--- config.mk ---
export PLATFORM = sky130hd
export DESIGN_NAME = snes_ctrl_responder
export DESIGN_NICKNAME = d
export VERILOG_FILES = /design/src/rtl/snes_ctrl_responder.sv
export SDC_FILE = /design/constraint.sdc
export NUM_CORES = 1
export LEC_CHECK = 0
export CORE_ASPECT_RATIO = 1.2
export CORE_MARGIN = 5
export CORE_UTILIZATION = 56
export DETAILED_ROUTE_END_ITERATION = 16
export GPL_ROUTABILITY_DRIVEN = 0
export PLACE_DENSITY = 0.76
export SYNTH_ARGS = -nofsm -noshare
export SYNTH_HDL_FRONTEND = slang
export SYNTH_SLANG_ARGS = --single-unit
--- constraint.sdc ---
create_clock -name sys_clk -period 2.8 [get_ports sys_clk]
set_input_delay 0.42 -clock sys_clk [delete_from_list [all_inputs] [get_ports sys_clk]]
set_output_delay 0.42 -clock sys_clk [all_outputs]
set_load 0.01 [all_outputs]
--- src/rtl/snes_ctrl_responder.sv ---
// ---------------------------------------------------------------------------
// snes_ctrl_responder
//
// Controller-side end of the SNES serial pad protocol. The console drives
// snes_lat and snes_clk; this block answers on d0. A host pushes one frame
// per console poll into a 2-entry FIFO. Each accepted latch parallel-loads
// the head frame (or IDLE_WORD when the FIFO is empty), then every
// synchronized snes_clk rising edge shifts the frame out MSB first.
//
// Ports:
//   sys_clk        in   system clock (48 MHz nominal)
//   rst            in   synchronous, active-high reset
//   snes_lat       in   console latch, asynchronous to sys_clk
//   snes_clk       in   console data clock, asynchronous, idles high
//   d0             out  serial data to console
//   frame_data     in   host frame, DATA_W bits
//   frame_valid    in   host offers frame_data
//   frame_ready    out  FIFO has space; push when valid && ready
//   frame_consumed out  one-cycle pulse when a buffered frame is retired
//   underrun       out  one-cycle pulse when a latch finds the FIFO empty
//   latch_count    out  accepted latches, wraps at 16'hFFFF
//   buf_level      out  frames buffered, 0..2
//
// Build option:
//   LATCH_FILTER_EN  when defined, a latch is accepted only after the
//                    synchronized latch has been high for MIN_LATCH_CYCLES
//                    consecutive cycles; shorter pulses are ignored.
//
// States:
//   state       | meaning
//   ST_IDLE     | no frame in flight, d0 = FILL_BIT
//   ST_LATCHED  | frame loaded, latch still high, clock edges ignored
//   ST_SHIFTING | latch low, each clock rise shifts one bit out
// ---------------------------------------------------------------------------
module snes_ctrl_responder #(
    parameter int unsigned DATA_W           = 32,
    parameter logic [31:0] IDLE_WORD        = 32'hFFFF_FFFF,
    parameter logic        FILL_BIT         = 1'b1,
    parameter int unsigned MIN_LATCH_CYCLES = 96
) (
    input  logic              sys_clk,
    input  logic              rst,
    input  logic              snes_lat,
    input  logic              snes_clk,
    output logic              d0,
    input  logic [DATA_W-1:0] frame_data,
    input  logic              frame_valid,
    output logic              frame_ready,
    output logic              frame_consumed,
    output logic              underrun,
    output logic [15:0]       latch_count,
    output logic [1:0]        buf_level
);

    localparam int CNT_W = $clog2(DATA_W + 1);

    if (DATA_W < 8 || DATA_W > 32 || MIN_LATCH_CYCLES < 2) begin : g_bad_param
        $error("snes_ctrl_responder: DATA_W must be 8..32 and MIN_LATCH_CYCLES >= 2");
    end

    typedef enum logic [1:0] {
        ST_IDLE,
        ST_LATCHED,
        ST_SHIFTING
    } state_t;

    state_t            state;
    logic              lat_s1, lat_s2, lat_d;
    logic              clk_s1, clk_s2, clk_d;
    logic              lat_rise, lat_fall, clk_rise;
    logic              lat_accept;
    logic [DATA_W-1:0] buf_mem [2];
    logic              rd_ptr, wr_ptr;
    logic              buf_empty;
    logic              push, pop;
    logic [DATA_W-1:0] shreg;
    logic [CNT_W-1:0]  bit_cnt;
    logic              idle_load;

    // Two-flop synchronizers plus one delay flop for edge detection.
    always_ff @(posedge sys_clk) begin
        if (rst) begin
            lat_s1 <= 1'b0;
            lat_s2 <= 1'b0;
            lat_d  <= 1'b0;
            clk_s1 <= 1'b1;
            clk_s2 <= 1'b1;
            clk_d  <= 1'b1;
        end else begin
            lat_s1 <= snes_lat;
            lat_s2 <= lat_s1;
            lat_d  <= lat_s2;
            clk_s1 <= snes_clk;
            clk_s2 <= clk_s1;
            clk_d  <= clk_s2;
        end
    end

    assign lat_rise = lat_s2 & ~lat_d;
    assign lat_fall = ~lat_s2 & lat_d;
    assign clk_rise = clk_s2 & ~clk_d;

`ifdef LATCH_FILTER_EN
    localparam int FILT_W = $clog2(MIN_LATCH_CYCLES + 1);

    logic              armed;
    logic [FILT_W-1:0] filt_cnt;

    // filt_cnt holds how many more high cycles are needed after the current
    // one; the rise cycle itself counts as the first high cycle.
    always_ff @(posedge sys_clk) begin
        if (rst) begin
            armed    <= 1'b0;
            filt_cnt <= '0;
        end else if (lat_rise && state != ST_LATCHED) begin
            armed    <= 1'b1;
            filt_cnt <= FILT_W'(MIN_LATCH_CYCLES - 1);
        end else if (armed) begin
            if (!lat_s2 || filt_cnt <= FILT_W'(1)) begin
                armed <= 1'b0;
            end else begin
                filt_cnt <= filt_cnt - FILT_W'(1);
            end
        end
    end

    assign lat_accept = armed && lat_s2 && (filt_cnt <= FILT_W'(1));
`else
    assign lat_accept = lat_rise && (state != ST_LATCHED);
`endif

    assign buf_empty   = (buf_level == 2'd0);
    assign frame_ready = (buf_level != 2'd2);
    assign push        = frame_valid && frame_ready;
    // The head is retired only when the latch window closes, so an abort by a
    // later latch never pops a second time.
    assign pop         = (state == ST_LATCHED) && lat_fall && !idle_load;
    assign d0          = shreg[DATA_W-1];

    always_ff @(posedge sys_clk) begin
        if (rst) begin
            buf_mem[0] <= '0;
            buf_mem[1] <= '0;
            rd_ptr     <= 1'b0;
            wr_ptr     <= 1'b0;
            buf_level  <= 2'd0;
        end else begin
            if (push) begin
                buf_mem[wr_ptr] <= frame_data;
                wr_ptr          <= ~wr_ptr;
            end
            if (pop) begin
                rd_ptr <= ~rd_ptr;
            end
            case ({push, pop})
                2'b10:   buf_level <= buf_level + 2'd1;
                2'b01:   buf_level <= buf_level - 2'd1;
                default: buf_level <= buf_level;
            endcase
        end
    end

    always_ff @(posedge sys_clk) begin
        if (rst) begin
            state          <= ST_IDLE;
            shreg          <= {DATA_W{FILL_BIT}};
            bit_cnt        <= '0;
            idle_load      <= 1'b0;
            underrun       <= 1'b0;
            frame_consumed <= 1'b0;
            latch_count    <= 16'd0;
        end else begin
            underrun       <= 1'b0;
            frame_consumed <= pop;
            if (lat_accept) begin
                // The FIFO level seen here is pre-push, so a frame pushed in
                // this same cycle waits for the next latch.
                state       <= ST_LATCHED;
                idle_load   <= buf_empty;
                underrun    <= buf_empty;
                latch_count <= latch_count + 16'd1;
                shreg       <= buf_empty ? IDLE_WORD[DATA_W-1:0] : buf_mem[rd_ptr];
                bit_cnt     <= '0;
            end else begin
                case (state)
                    ST_LATCHED: begin
                        if (lat_fall) begin
                            state   <= ST_SHIFTING;
                            bit_cnt <= '0;
                        end
                    end
                    ST_SHIFTING: begin
                        if (clk_rise) begin
                            shreg   <= {shreg[DATA_W-2:0], FILL_BIT};
                            bit_cnt <= bit_cnt + CNT_W'(1);
                            if (bit_cnt == CNT_W'(DATA_W - 1)) begin
                                state <= ST_IDLE;
                            end
                        end
                    end
                    default: begin
                    end
                endcase
            end
        end
    end

endmodule
==> flow_metrics.py, run 1 <==
metrics = {
    "finish": {
        "area_growth_pct": 23.7,
        "n_fill_cell": 724,
        "final_area_um2": 7010,
        "nets": 587,
        "final_cell_mix": "69 x dfxtp_1, 65 x and2_1, 64 x edfxtp_1, 57 x clkdlybuf4s50_1, 37 x nand2_1",
        "regArea_um2": 3320,
        "drive_above_1_share_pct": 10.7,
        "final_cell_count_no_fill": 685,
        "num_antenna_cells": 0,
        "layout_commonest_cell": "dfxtp_1",
        "multi_input_area_um2": 2220,
        "final_util_pct": 70.4,
    },
    "setup_path": {
        "critPathMaxFanout": 24,
        "crit_path_start_kind": "flip-flop",
        "ff2ff_path_depth": 5,
        "end_kind": "flip-flop",
        "required_ns": 3.10,
        "criticalPathCategory": "reg -> reg",
        "r2r_start": "lat_d",
        "r2r_slack_ns": 0.76,
        "critPathArrivalTime_ns": 2.33,
        "timing.rr.end": "shreg[25]",
    },
    "cts": {
        "clock-sinks": 134,
        "cts_buffers": 17,
        "cts_tree": "built",
        "hold_buffers": 0,
        "ctsRootBufferMaster": "clkbuf_16",
        "clk_pin_slew_ns": 0.06,
        "h-tree-depth": 4,
        "post-cts-setup-buffers": 0,
        "cts_resized": 0,
        "clk_path_buf_depth": 2,
        "insertion_delay_ns": 0.41,
    },
    "yosys": {
        "syn_area_per_cell_um2": 11.5,
        "netlist_area_um2": 5670,
        "yosysWarnings": 0,
        "synth_cell_types": 42,
        "ys_async_sr_fraction_pct": 0,
        "ys_ff_latch": 134,
        "synth_top_area_share_pct": 33.9,
        "synth-edff-count": 64,
        "synthFlopType": "dfxtp_1",
        "ys_top_cells_by_area": "edfxtp_1 34%, dfxtp_1 25%, and2_1 7.2%",
        "synthCells": 491,
        "ys_seq_area_share_pct": 58.6,
        "yosysTopAreaCell": "edfxtp_1",
        "syn_nets": 531,
    },
    "global_route": {
        "grt_max_degree": 60,
        "grt_pass1_vias": 4051,
        "grt_pass1_wl_um": 18700,
        "antenna_found_initial": 0,
        "gr-usage-all-layers_pct": 19.5,
        "gr-total-overflow": 0,
    },
    "placement": {
        "dp_hpwl_um": 6980,
        "io_buffer_count": 58,
        "placed_area_um2": 6380,
        "dp.cells": 654,
        "dp_slack_ns": 0.619,
    },
    "power": {
        "cellPowerDensity_nw_per_um2": 698,
        "p_total_mw": 4.90,
        "leakage_nw": 2.59,
        "ir_worst_vdd_uv": 442,
    },
    "drt": {
        "wire_per_inst_um": 16.3,
        "drtAntennaViolNets": 0,
        "num_vias": 3933,
        "first_pass_iters": 5,
        "drc_errors": 0,
        "wl_um": 11200,
        "vias_per_cell": 5.74,
        "drtIter0Drc": 178,
    },
    "timing": {
        "skew_ns": 0.00663,
        "worst_slew_pin_slew_ns": 0.596,
        "rsz0062_at_grt": "false",
        "drv_slew": 0,
        "relSlewSlack_pct": 60.3,
        "worst_hold_slack_ns": 0.363,
        "setup_viol": 0,
        "final-hold-violation-count": 0,
        "fmax_ghz": 0.491,
        "period_needed_ns": 2.04,
        "tns_ns": 0,
        "layout_setup_ws_ns": 0.764,
        "min_period_over_period_pct": 72.7,
    },
    "worst_hold_path": {
        "hp-start": "rst",
        "holdPathStages": 2,
        "min_path_type": "in -> reg",
        "whs_endpoint": "wr_ptr",
    },
    "run": {
        "drv_cap": 0,
    },
    "floorplanning": {
        "dieArea_um2": 12200,
        "fp.dieH_um": 120,
        "io_pins": 59,
        "placeableCoreArea_um2": 9960,
        "die_w_um": 102,
        "rows": 40,
        "start_util_pct": 56.9,
    },
    "run_status": {
        "outcome": "finished clean",
    },
}
[worst max-delay path, cell delays in order, from the launching register on]
cell      delay (ns)
dfxtp_1         0.32
nand2b_1        0.27
nor3_2          0.51
buf_4           0.38
a22oi_1         0.15
a211o_1         0.29
[synth_stat cells (3+ instances only)]
cell type and number:
a211o_1 28, o31ai_1 4, nor2_1 18, and2_1 65
buf_1 3, xor2_1 7, or3_1 9, xnor2_1 6
nor2b_1 8, or2_2 7, dfxtp_1 70, o21ai_0 8
mux2i_1 35, nand2_1 37, ha_1 3, a22oi_1 32
and3_1 3, clkbuf_1 18, edfxtp_1 64, nor3_1 6
nand4_1 3, a21oi_1 12, buf_2 11, nand2b_1 3
or4_1 4, nand3_1 4
[power by group]
part | internal, mW | switching [mW] | leakage [nW]
Sequential | 2.18 | 0.0477 | 1.25
Clock | 1.57 | 0.801 | 0.302
Combinational | 0.144 | 0.155 | 1.04
Total | 3.89 | 1.00 | 2.59
[cells by family after synthesis]
kind of cell,count (synthesis),synth area share (%)
compound gates,93,12.2
xor+xnor,13,2.01
fa+ha+maj,3,0.662
buf+inv,34,2.49
flops,134,58.6
mux,35,6.18
simple gates,179,17.9
[sequential cells by signal, summed over array words and instances, names as in the netlist, 2 cells and up, named ones only]
| register | cells |
|---|---|
| buf_mem | 64 |
| shreg | 32 |
| bit_cnt | 6 |
| state | 2 |
| buf_level | 2 |
| latch_count | 16 |
[how the worst max path moves through the flow]
| stage | cells past startpoint | slack [ns] | from | endpoint |
|---|---|---|---|---|
| global route | 5 | 0.62 | lat_d | shreg[25] |
| global placement | 5 | 0.66 | frame_valid | buf_mem[1][28] |
| floorplan | 3 | 0.02 | buf_level[0] | buf_mem[0][0] |
| finish | 5 | 0.76 | lat_d | shreg[25] |
| CTS | 5 | 0.78 | lat_d | shreg[25] |
| detailed placement | 5 | 0.62 | frame_valid | buf_mem[1][4] |
[final cells by class]
cell class / count / share of cell area [%]
Clock buffer: 17 / 6.06
Inverter: 2 / 0.107
Clock inverter: 14 / 2.98
Multi-Input combinational cell: 323 / 31.6
Tap cell: 126 / 2.25
Sequential cell: 134 / 47.4
Timing Repair Buffer: 69 / 9.56
[routing by layer]
layer	vias to the layer above	track usage (%)	routed length, um
met5	-	0	0
met4	0	8.70	221
met3	20	5.89	549
met2	88	33.6	5860
met1	1917	22.1	4530
li1	1908	-	-
Note: power is estimated with default switching activity, not from simulation.
==> inputs of run 2 (changes only) <==
==> constraint.sdc (replaced) <==
create_clock -name sys_clk -period 2 [get_ports sys_clk]
set_input_delay 0.3 -clock sys_clk [delete_from_list [all_inputs] [get_ports sys_clk]]
set_output_delay 0.3 -clock sys_clk [all_outputs]
set_load 0.01 [all_outputs]
==> flow_metrics.py, run 2 (synthesis gave the netlist of run 1 again) <==
metrics = {
    "cts": {
        "clk_pin_slew_ns": 0.06,
        "hold_buffers": 0,
        "cts_resized": 1,
        "clock-sinks": 134,
        "cts_buffers": 17,
        "h-tree-depth": 4,
        "clk_path_buf_depth": 2,
        "post-cts-setup-buffers": 0,
        "cts_tree": "built",
        "insertion_delay_ns": 0.41,
        "ctsRootBufferMaster": "clkbuf_16",
    },
    "timing": {
        "min_period_over_period_pct": 91.2,
        "fmax_ghz": 0.548,
        "skew_ns": 0.00548,
        "drv_slew": 0,
        "final-hold-violation-count": 0,
        "worst_slew_pin_slew_ns": 0.695,
        "setup_viol": 0,
        "tns_ns": 0,
        "relSlewSlack_pct": 53.5,
        "rsz0062_at_grt": "false",
        "period_needed_ns": 1.82,
    },
    "global_route": {
        "gr-total-overflow": 0,
        "antenna_found_initial": 0,
        "grt_pass1_vias": 4037,
        "gr-usage-all-layers_pct": 20.3,
        "grt_pass1_wl_um": 19300,
        "use_met2_pct": 34.3,
        "grt_most_used_layer": "met2",
        "grt_max_degree": 34,
        "grtUsageMet1_pct": 24.4,
        "met3_usage_pct": 5.83,
    },
    "drt": {
        "wire_per_inst_um": 16.6,
        "first_pass_iters": 4,
        "drtIter0Drc": 235,
        "vias_per_cell": 5.67,
        "drtAntennaViolNets": 0,
        "wl_um": 11500,
        "num_vias": 3944,
        "drc_errors": 0,
    },
    "floorplanning": {
        "die_w_um": 102,
        "rows": 40,
        "fp.dieH_um": 120,
        "dieArea_um2": 12200,
        "placeableCoreArea_um2": 9960,
        "io_pins": 59,
        "start_util_pct": 56.9,
    },
    "finish": {
        "final_cell_mix": "68 x dfxtp_1, 65 x and2_1, 64 x edfxtp_1, 57 x clkdlybuf4s50_1, 37 x nand2_1",
        "n_fill_cell": 704,
        "final_cell_count_no_fill": 696,
        "regMostFlops": "buf_mem",
        "nets": 597,
        "drive_above_1_share_pct": 12.3,
        "final_util_pct": 71.7,
        "layout_commonest_cell": "dfxtp_1",
        "area_growth_pct": 25.9,
        "num_antenna_cells": 0,
        "reg_top3": "buf_mem (64), shreg (32), latch_count (16)",
        "largest_reg_flops": 64,
    },
    "setup_path": {
        "end_kind": "flip-flop",
        "crit_path_start_kind": "flip-flop",
        "critPathMaxFanout": 7,
        "max_stage_delay_ns": 0.38,
        "criticalPathCategory": "reg -> reg",
        "critPathArrivalTime_ns": 2.17,
        "required_ns": 2.34,
        "critPathSlowestCell": "and4bb_4",
        "cp_cell_sequence": "and4bb_4 > nor2b_1 > ha_1 > or3_1 > a21oi_1",
    },
    "run_status": {
        "outcome": "finished clean",
    },
    "placement": {
        "io_buffer_count": 58,
        "dp_hpwl_um": 7270,
        "dp.cells": 664,
    },
    "power": {
        "ir_worst_vdd_uv": 597,
        "cellPowerDensity_nw_per_um2": 952,
        "leakage_nw": 2.66,
    },
    "run": {
        "drv_cap": 0,
    },
    "worst_hold_path": {
        "min_path_type": "in -> reg",
    },
}
==> run 2: layout make-up <==
| class | count | area, um2 | area share [%] |
|---|---|---|---|
| clock buffers | 22 | 464 | 6.50 |
| clock inverters | 10 | 153 | 2.14 |
| inverters | 2 | 7.51 | 0.105 |
| multi-input cells | 323 | 2240 | 31.3 |
| repair buffers | 79 | 796 | 11.1 |
| flip-flops and latches | 134 | 3330 | 46.6 |
| well taps | 126 | 158 | 2.21 |
==> run 2: report_power, final <==
group	internal (mW)	total [mW]	switching [mW]
Combinational	0.229	0.456	0.227
Sequential	3.05	3.12	0.0642
Clock	2.14	3.23	1.09
Total	5.42	6.80	1.38
==> run 2: final timing paths <==
check | start | to | slack (ns) | cells after the start
setup / recovery | state[1] | buf_level[1] | 0.18 | 5
hold reg to reg | clk_s1 | clk_s2 | 0.42 | 1
hold / removal | rst | wr_ptr | 0.22 | 2
setup reg to reg | state[1] | buf_level[1] | 0.18 | 5
==> run 2: routing by layer <==
metal	wire, um	up-vias
met5	0	-
met4	192	0
met3	628	15
met2	6070	96
met1	4640	1906
li1	-	1927
==> run 2: worst max-delay path: cells and delay by family (launching register included) <==
kind | cells | cell delay (ns)
and+or+nand+nor | 3 | 0.96
DFF | 1 | 0.37
AOI/OAI and AO/OA | 1 | 0.14
adders and majority gates | 1 | 0.29
==> run 2: per-stage QoR <==
| stage | hold slack (ns) | instance area [um2] | total power, mW | setup slack (ns) |
|---|---|---|---|---|
| 6_report | 0.225 | 7140 | 6.80 | 0.175 |
| 2_1_floorplan | 0.389 | 5680 | 3.41 | 0.00782 |
| 3_5_place_dp | 0.412 | 6510 | 3.63 | 0.0244 |
| 4_1_cts | 0.217 | 7130 | 6.85 | 0.109 |
| 5_1_grt | 0.235 | 7140 | 7.03 | 0.0151 |
| 3_3_place_gp | 0.406 | 6510 | 3.61 | 0.0962 |
